## config.mk

```make
export PLATFORM = sky130hd
export DESIGN_NAME = score_display
export DESIGN_NICKNAME = d
export VERILOG_FILES = /design/src/rtl/score_display_pkg.sv /design/src/rtl/score_display_bcd_to_seg7.sv /design/src/rtl/score_display.sv
export SDC_FILE = /design/constraint.sdc
export NUM_CORES = 1
export LEC_CHECK = 0
export CAP_MARGIN = 5
export CORE_ASPECT_RATIO = 1.75
export CORE_MARGIN = 1.5
export CORE_UTILIZATION = 53
export CTS_CLUSTER_DIAMETER = 120
export DETAILED_ROUTE_END_ITERATION = 8
export HOLD_SLACK_MARGIN = 0.03
export PLACE_DENSITY = 0.83
export SLEW_MARGIN = 20
export SYNTH_ARGS = -nofsm -noshare
export SYNTH_HDL_FRONTEND = slang
export SYNTH_SLANG_ARGS = --single-unit
```

## constraint.sdc

```tcl
create_clock -name clock -period 1.87 [get_ports clock]
set_input_delay 0.374 -clock clock [delete_from_list [all_inputs] [get_ports clock]]
set_output_delay 0.374 -clock clock [all_outputs]
set_load 0.1 [all_outputs]
```

## src/rtl/score_display_pkg.sv

```systemverilog
// Shared types and constants for the score display path: FSM states,
// active-low 7-segment digit codes (bit order gfedcba) and the BCD adjust helper.
package score_display_pkg;

    typedef enum logic [1:0] {
        IDLE,
        LOAD,
        SHIFT,
        DONE
    } state_t;

    localparam int BCD_DIGITS = 3;

    localparam logic [6:0] SEG_BLANK = 7'h7F;
    localparam logic [6:0] SEG_0     = 7'b1000000;
    localparam logic [6:0] SEG_1     = 7'b1111001;
    localparam logic [6:0] SEG_2     = 7'b0100100;
    localparam logic [6:0] SEG_3     = 7'b0110000;
    localparam logic [6:0] SEG_4     = 7'b0011001;
    localparam logic [6:0] SEG_5     = 7'b0010010;
    localparam logic [6:0] SEG_6     = 7'b0000010;
    localparam logic [6:0] SEG_7     = 7'b1111000;
    localparam logic [6:0] SEG_8     = 7'b0000000;
    localparam logic [6:0] SEG_9     = 7'b0010000;

    // Double-dabble correction: a nibble of 5..9 would overflow past 9 once doubled.
    function automatic logic [3:0] add3_if_ge5(input logic [3:0] nib);
        return (nib >= 4'd5) ? nib + 4'd3 : nib;
    endfunction

endpackage

```

## src/rtl/score_display_bcd_to_seg7.sv

```systemverilog
// Combinational BCD nibble to active-low 7-segment decoder (gfedcba).
// Non-decimal nibbles drive all segments off.
module bcd_to_seg7
    import score_display_pkg::*;
(
    input  logic [3:0] digit_i,
    output logic [6:0] seg_o
);

    always_comb begin
        seg_o = SEG_BLANK;
        case (digit_i)
            4'd0:    seg_o = SEG_0;
            4'd1:    seg_o = SEG_1;
            4'd2:    seg_o = SEG_2;
            4'd3:    seg_o = SEG_3;
            4'd4:    seg_o = SEG_4;
            4'd5:    seg_o = SEG_5;
            4'd6:    seg_o = SEG_6;
            4'd7:    seg_o = SEG_7;
            4'd8:    seg_o = SEG_8;
            4'd9:    seg_o = SEG_9;
            default: seg_o = SEG_BLANK;
        endcase
    end

endmodule

```

## src/rtl/score_display.sv

```systemverilog
// Sequential double-dabble converter driving three 7-segment digits from the score.
// Define LEADING_ZERO_BLANK_EN to blank leading zero digits on HEX2/HEX1.
module score_display
    import score_display_pkg::*;
#(
    parameter int SCORE_W = 8
) (
    input  logic               clock,
    input  logic               scoreReset,
    input  logic [SCORE_W-1:0] score,
    output logic [11:0]        bcd,
    output logic [6:0]         HEX0,
    output logic [6:0]         HEX1,
    output logic [6:0]         HEX2,
    output logic               busy,
    output logic               update
);

    localparam int SR_W  = 4 * BCD_DIGITS + SCORE_W;
    localparam int CNT_W = (SCORE_W > 1) ? $clog2(SCORE_W) : 1;

    state_t             state_q, state_d;
    logic [SCORE_W-1:0] last_score_q, last_score_d;
    logic [SR_W-1:0]    shift_q, shift_d;
    logic [SR_W-1:0]    shift_adj;
    logic [CNT_W-1:0]   bit_cnt_q, bit_cnt_d;
    logic [11:0]        bcd_q, bcd_d;
    logic               update_q, update_d;
    logic [6:0]         seg [BCD_DIGITS];

    // Binary bits below the BCD field pass through; each BCD nibble gets its add-3 fix.
    assign shift_adj[SCORE_W-1:0] = shift_q[SCORE_W-1:0];

    generate
        for (genvar gi = 0; gi < BCD_DIGITS; gi++) begin : g_adj
            assign shift_adj[SCORE_W + 4*gi +: 4] = add3_if_ge5(shift_q[SCORE_W + 4*gi +: 4]);
        end
    endgenerate

    always_ff @(posedge clock or posedge scoreReset) begin
        if (scoreReset) begin
            state_q      <= IDLE;
            last_score_q <= '0;
            shift_q      <= '0;
            bit_cnt_q    <= '0;
            bcd_q        <= '0;
            update_q     <= 1'b0;
        end else begin
            state_q      <= state_d;
            last_score_q <= last_score_d;
            shift_q      <= shift_d;
            bit_cnt_q    <= bit_cnt_d;
            bcd_q        <= bcd_d;
            update_q     <= update_d;
        end
    end

    always_comb begin
        state_d      = state_q;
        last_score_d = last_score_q;
        shift_d      = shift_q;
        bit_cnt_d    = bit_cnt_q;
        bcd_d        = bcd_q;
        update_d     = 1'b0;
        case (state_q)
            IDLE: begin
                if (score != last_score_q) state_d = LOAD;
            end
            LOAD: begin
                last_score_d = score;
                shift_d      = {{(4*BCD_DIGITS){1'b0}}, score};
                bit_cnt_d    = '0;
                state_d      = SHIFT;
            end
            SHIFT: begin
                shift_d   = {shift_adj[SR_W-2:0], 1'b0};
                bit_cnt_d = bit_cnt_q + CNT_W'(1);
                if (bit_cnt_q == CNT_W'(SCORE_W - 1)) state_d = DONE;
            end
            DONE: begin
                // update is registered so it rises on the same edge as bcd/HEX.
                bcd_d    = shift_q[SR_W-1:SCORE_W];
                update_d = 1'b1;
                state_d  = IDLE;
            end
            default: state_d = IDLE;
        endcase
    end

    generate
        for (genvar gi = 0; gi < BCD_DIGITS; gi++) begin : g_dec
            bcd_to_seg7 u_dec (
                .digit_i (bcd_q[4*gi +: 4]),
                .seg_o   (seg[gi])
            );
        end
    endgenerate

    assign bcd    = bcd_q;
    assign busy   = (state_q != IDLE);
    assign update = update_q;
    assign HEX0   = seg[0];

`ifdef LEADING_ZERO_BLANK_EN
    assign HEX2 = (bcd_q[11:8] == 4'd0) ? SEG_BLANK : seg[2];
    assign HEX1 = (bcd_q[11:4] == 8'd0) ? SEG_BLANK : seg[1];
`else
    assign HEX2 = seg[2];
    assign HEX1 = seg[1];
`endif

endmodule
```

==> results.md, run 1 <==
- Crit path launch type: flip-flop
- Synth unique cells: 31
- Share of cells above drive strength 1: 0.495
- Clk pwr share: 0.105
- Post-route setup slack: -231 ps
- CP cell instances: ha_4 -> or2_4 -> a21oi_4 -> a31oi_4 -> buf_12
- Post-synth ARST share: 1.00
- DR WL met3: between 300 and 400 µm
- Final slew viol count: 0
- Dpl ws: -48.0 ps
- Delay of the slowest critical-path stage: approximately 540 ps
- CTS tree: built
- CP arrival: between 1500 and 2000 ps
- Status: finished with violations
- Root buf cell: clkbuf_8
- Fill cells: around 150
- DP HPWL: about 4.8 mm
- ANT cells: 0
- Mapped Cells: between 200 and 300
- Vias in the first global route: 2,600
- Leak: between 0.0015 and 0.002 µW
- Avg Synthesized Cell Area: roughly 9.5 µm²
- Seq pwr share: 0.229
- H-tree depth: 2
- Die area: between 5000 and 6000 µm²
- Pin count of the biggest net entering global routing: between 40 and 50
- Final setup fails: 22
- Clk slew on worst S/H paths: roughly 90 ps
- # clock sinks: 46
- Switching Fraction: 0.506
- Kind of critical path: reg -> out
- Starting DRT DRC Count: approximately 140
- Met1 Wirelength: between 3 and 4 mm
- Global route overflow: 0
- P_int: between 3000 and 4000 µW
- First-pass detailed-route iteration total: 5
- Vias per std cell: 6.18
- Slowest-stage cell, CP: dfrtp_4
- Die width: 57.0 µm
- Total CTS buffers: 5
- Clock Path Buffers: 2
- Failing checks: setup timing
- #FFs+latches synth: 46
- Initial core utilization: 0.549
- Wirelength, routed: about 9.9 mm
- Hold Vio Cnt, Final: 0
- Fin crit share: 1.12
- Register area share after synthesis: 0.425
- Top_reg_cell synth: dfrtp_1
- Fmax: approximately 480 MHz
- Critical Path Fanout Max: 4
- Drt drc: 0
- Yosys Warn Count: 0
- Post-synth EDFFs: 0
- Cts hold-fix bufs: 0
- Area after DPL: between 4000 and 5000 µm²
- Min cycle time layout: roughly 2100 ps
- Syn Nets: around 320
- IO buf count: 44
- Total GRT Usage: 0.286
- Area grow syn2layout: 70.2%
- Commonest non-fill, non-tap cells in the layout: buf_12, dfrtp_1, buf_4
- Worst slew margin: 0.613
- Core footprint: a little under 5000 µm²
- Min-Delay Path Class: in -> async
- Via count: about 2.6k
- Antenna violations before repair: 0
- Peak VDD IR: roughly 2.9 mV
- Placed instance count: 384
- RSZ-0062 raised after global routing: true
- Setup_tns: -3130 ps
- Wire length on met2: between 5 and 6 mm
- Gp weighted congestion: a little over 0.8
- First-pass GRT wire length: 12.5 mm
- Most common cell after layout, fill and taps aside: buf_12
- Post-Syn Area: ~2700 µm²
- Combinational share of power: 0.666
- Highest Signal Layer: met4
- Worst Skew: 15.1 ps
- Worst setup EP type: output pin
- Core Rows: 34
- Final nets: 402
- Clk Latency, worst-skew pair: 300 ps
- WL/cell: ~24 µm
- Cell area power density: approximately 1600 nW/µm²
- Die height: ~98 µm
- Core Util, Final: 0.934
- Net Switching: 3650 µW
- Design area: roughly 4600 µm²
- Final Non-Filler Cells: around 420
- Max_cap viols: 0
- Critical Path RT: roughly 1500 ps
- Slew @ Worst Pin: 580 ps
- Post-route ant nets: 0
- IO Pins: 45
-- path summary, 6_finish.rpt --
path | startpoint | to | slack [ps] | cells after the start
worst max-delay path | bcd[8] | HEX2[3] | -230 | 5
worst max register to register | state_q[0] | shift_q[12] | -10 | 5
worst min register to register | shift_q[7] | shift_q[8] | 510 | 2
min in group clock | shift_q[7] | shift_q[8] | 510 | 2
worst min-delay path | scoreReset | shift_q[19] | 440 | 3
max in group asynchronous | scoreReset | bcd[2] | 1170 | 3
-- power groups by stage --
| stage | sequential [µW] | combinational, µW | clock, µW |
|---|---|---|---|
| after floorplan | 1810 | 2700 | 0 |
| after global placement | 1610 | 4110 | 0 |
| after detailed placement | 1630 | 4190 | 0 |
| after CTS | 1610 | 4420 | 745 |
| after global routing | 1660 | 5000 | 794 |
| final | 1650 | 4800 | 755 |
-- metal layers --
metal,vias to the layer above,track usage
met5,-,0
met4,0,0.138
met3,32,0.0346
met2,129,0.537
met1,1288,0.302
li1,1135,-
-- worst max-delay path: cells and delay by family (launching register included) --
family	cells	cell delay (ps)
and+or+nand+nor	1	240
adders and majority gates	1	180
AOI/OAI and AO/OA	2	260
buffers and inverters	1	190
DFF	1	540
-- cells by family (layout without fill, tap and decap cells) --
group | count (synthesis) | count (layout) | synth area share
AOI/OAI and AO/OA | 72 | 72 | 0.159
xor gates and xnor gates | 13 | 13 | 0.0421
buffers and inverters | 33 | 112 | 0.0476
muxes | 22 | 22 | 0.0864
adders and majority gates | 28 | 28 | 0.129
DFF | 46 | 46 | 0.425
and+or+nand+nor | 71 | 71 | 0.110
-- area by class of cell --
class / instances / area (µm²) / share of cell area
Multi-Input combinational cell: 206 / 1970 / 0.428
Tap cell: 54 / 67.6 / 0.0147
Sequential cell: 46 / 1200 / 0.260
Clock inverter: 1 / 30.0 / 0.00652
Clock buffer: 6 / 82.6 / 0.0179
Timing Repair Buffer: 82 / 1130 / 0.245
Inverter: 23 / 129 / 0.0280
-- registers in the layout, summed over array words and instances, names as in the netlist --
register      cells
bcd              12
bit_cnt_q         3
last_score_q      8
shift_q          20
state_q           2
update            1
-- synth_stat cells, types with 2 or more instances --
| cell | number | area share |
|---|---|---|
| a21oi_1 | 18 | 0.033 |
| a21oi_2 | 2 | 0.0065 |
| a22o_1 | 5 | 0.016 |
| a31oi_1 | 4 | 0.0092 |
| clkbuf_1 | 8 | 0.011 |
| dfrtp_1 | 46 | 0.43 |
| ha_1 | 28 | 0.13 |
| inv_1 | 22 | 0.030 |
| mux2_2 | 11 | 0.046 |
| mux2i_1 | 11 | 0.041 |
| nand2_1 | 35 | 0.049 |
| nand2b_1 | 3 | 0.0069 |
| nand3_1 | 3 | 0.0055 |
| nor2_1 | 23 | 0.032 |
| nor3_1 | 2 | 0.0037 |
| o21ai_0 | 32 | 0.059 |
| o22ai_1 | 4 | 0.0092 |
| o32ai_1 | 2 | 0.0065 |
| or2_2 | 3 | 0.0069 |
| xnor2_1 | 11 | 0.036 |
| xor2_1 | 2 | 0.0065 |
-- per-stage QoR --
step                total power [µW]  hold slack [ps]
global placement                5720              463
global route                    7460              463
detailed placement              5820              486
CTS                             6780              429
finish                          7200              443
floorplan                       4510              450
-- timing repair --
item | 4_1_cts | 5_1_grt
pin swaps | 13 | 14
gates resized for setup | 43 | 28
setup endpoints to repair | 21 | 21
buffers inserted | 17 | 11
gates cloned | 0 | 0
No activity file was read; power rests on OpenSTA's default activity.
==> inputs of run 2 (changes only) <==
- CELL_PAD_IN_SITES_DETAIL_PLACEMENT: default -> 0
- CELL_PAD_IN_SITES_GLOBAL_PLACEMENT: default -> 1
- CORE_UTILIZATION: 53 -> 41
==> results.md, run 2 (synthesis gave the netlist of run 1 again) <==
- Status: finished with violations
- Failing checks: setup timing
- Leak: 0.00189 µW (about the same)
- Commonest non-fill, non-tap cells in the layout: buf_12, dfrtp_1, buf_4
- Pin count of the biggest net entering global routing: 47 (unchanged)
- # clock sinks: 46 (unchanged)
- WL/cell: 15.3 µm (-35%)
- Vias per std cell: 5.12 (-17%)
- Final nets: 402 (unchanged)
- IO buf count: 44 (unchanged)
- Post-route setup slack: -143 ps (+88.2 ps)
- Min Hold Slack: 434 ps (-9.19 ps)
- Core Util, Final: 0.718 (-0.216)
- Clk Latency, worst-skew pair: 280 ps (-20 ps)
- Share of cells above drive strength 1: 0.493 (-0.00135)
- DP HPWL: 4.78 mm (-1.4%)
- Cts hold-fix bufs: 0 (unchanged)
- Max reg flops: 20 (unchanged)
- CP delay by family, top: flip-flops
- Clock Path Buffers: 2 (unchanged)
- Worst Skew: 5.48 ps (-9.59 ps)
- Total CTS buffers: 5 (unchanged)
- CP cell instances: ha_4 -> or2_4 -> a21oi_4 -> a31oi_4 -> buf_12
- Initial core utilization: 0.420 (-0.128)
- Max_cap viols: 0 (unchanged)
- Peak VDD IR: 1.54 mV (-46%)
- Gp weighted congestion: 0.795 (-3.7%)
- Min cycle time layout: 2010 ps (-88.2 ps)
- Crit path buffers/inverters: 1 (unchanged)
- Final slew viol count: 0 (unchanged)
- Fin crit share: 1.08 (-0.0472)
- Final setup fails: 14 (-36%)
- CP arrival: 1640 ps (-90 ps)
- Die height: 111 µm (+13%)
- CTS tree: built
- Most common cell after layout, fill and taps aside: buf_12
- Antenna violations before repair: 0 (unchanged)
- Kind of critical path: reg -> out
- Root buf cell: clkbuf_16
- Worst slew margin: 0.658 (+0.0446)
- Starting DRT DRC Count: 59 (-58%)
- Post-route ant nets: 0 (unchanged)
- Placed instance count: 414 (+7.8%)
- Min-Delay Path Class: in -> async
- Via count: 2,287 (-11%)
- H-tree depth: 2 (unchanged)
- Fmax: 497 MHz (+4.4%)
- Hold Vio Cnt, Final: 0 (unchanged)
- Design area: 4620 µm² (+0.33%)
- ANT cells: 0 (unchanged)
- Clk slew on worst S/H paths: 60 ps (-30 ps)
- Die width: 64.4 µm (+13%)
- Slew @ Worst Pin: 513 ps (-66.9 ps)
- Cell area power density: 1500 nW/µm² (-4.2%)
- Core Rows: 39 (+15%)
- Vias in the first global route: 2,366 (-9.0%)
- Critical Path RT: 1500 ps (about the same)
- Slowest-stage cell, CP: dfrtp_4
- Critical Path Fanout Max: 4 (unchanged)
- Total GRT Usage: 0.196 (-0.0908)
- Worst setup EP type: output pin
- IO Pins: 45 (unchanged)
- Drt drc: 0 (unchanged)
- First-pass detailed-route iteration total: 4 (-1)
- Core footprint: 6440 µm² (+31%)
- RSZ-0062 raised after global routing: true
- Die area: 7120 µm² (+28%)
- Delay of the slowest critical-path stage: 520 ps (-20 ps)
- Area grow syn2layout: 70.7%
- Most flop-heavy register: shift_q
- Wirelength, routed: 6.82 mm (-31%)
- Final Non-Filler Cells: 447 (+6.9%)
- First-pass GRT wire length: 11.0 mm (-12%)
- Area after DPL: 4050 µm² (+1.3%)
- Crit path launch type: flip-flop
- Dpl ws: -13.2 ps (+34.8 ps)
- Global route overflow: 0 (unchanged)
==> run 2: worst reg2reg max path, delay by kind of cell (launching register included) <==
| family | cells | cell delay [ps] |
|---|---|---|
| AO/OA/AOI/OAI | 1 | 150 |
| adder cells (fa/ha/maj) | 1 | 360 |
| AND/OR/NAND/NOR | 1 | 70 |
| buffers and inverters | 3 | 570 |
| flip-flops | 1 | 390 |
==> run 2: metal layers <==
layer	global-route usage	up-vias	routed length [µm]
met5	0	-	0
met4	0.0936	0	169
met3	0.0244	10	122
met2	0.381	39	4130
met1	0.195	1110	2400
li1	-	1128	-
==> run 2: repair_timing <==
| item | CTS | global route |
|---|---|---|
| gates resized for setup | 34 | 33 |
| endpoints found under the setup margin | 21 | 20 |
| pin swaps | 16 | 12 |
| cloned | 0 | 0 |
| setup buffers | 20 | 7 |
==> run 2: worst paths after layout <==
| check | endpoint | depth (start not counted) | slack (ps) | startpoint |
|---|---|---|---|---|
| hold reg to reg | bcd[9] | 2 | 480 | shift_q[17] |
| hold / removal | update | 3 | 430 | scoreReset |
| max in group asynchronous | bcd[0] | 3 | 1190 | scoreReset |
| setup / recovery | HEX2[3] | 5 | -140 | bcd[8] |
| min in group clock | bcd[9] | 2 | 480 | shift_q[17] |
| setup reg to reg | shift_q[11] | 6 | 220 | state_q[0] |
==> run 2: layout make-up <==
| cell class | instances | area (µm²) |
|---|---|---|
| Sequential cell | 46 | 1200 |
| Tap cell | 82 | 103 |
| Clock inverter | 1 | 5.00 |
| Timing Repair Buffer | 82 | 1110 |
| Inverter | 23 | 125 |
| Multi-Input combinational cell | 206 | 1950 |
| Clock buffer | 7 | 143 |
| Fill cell | 449 | 1820 |
==> run 2: power breakdown <==
| group | total (µW) | switching, µW | internal [µW] |
|---|---|---|---|
| Sequential | 1570 | 258 | 1320 |
| Combinational | 4480 | 2770 | 1720 |
| Clock | 869 | 340 | 529 |
==> run 2: metrics by stage <==
step / total power [µW] / TNS (ps)
3_5_place_dp: 5860 / -13.2
3_3_place_gp: 5780 / 0
4_1_cts: 6950 / -1550
5_1_grt: 7270 / -2040
6_report: 6930 / -1180
2_1_floorplan: 4510 / -1600
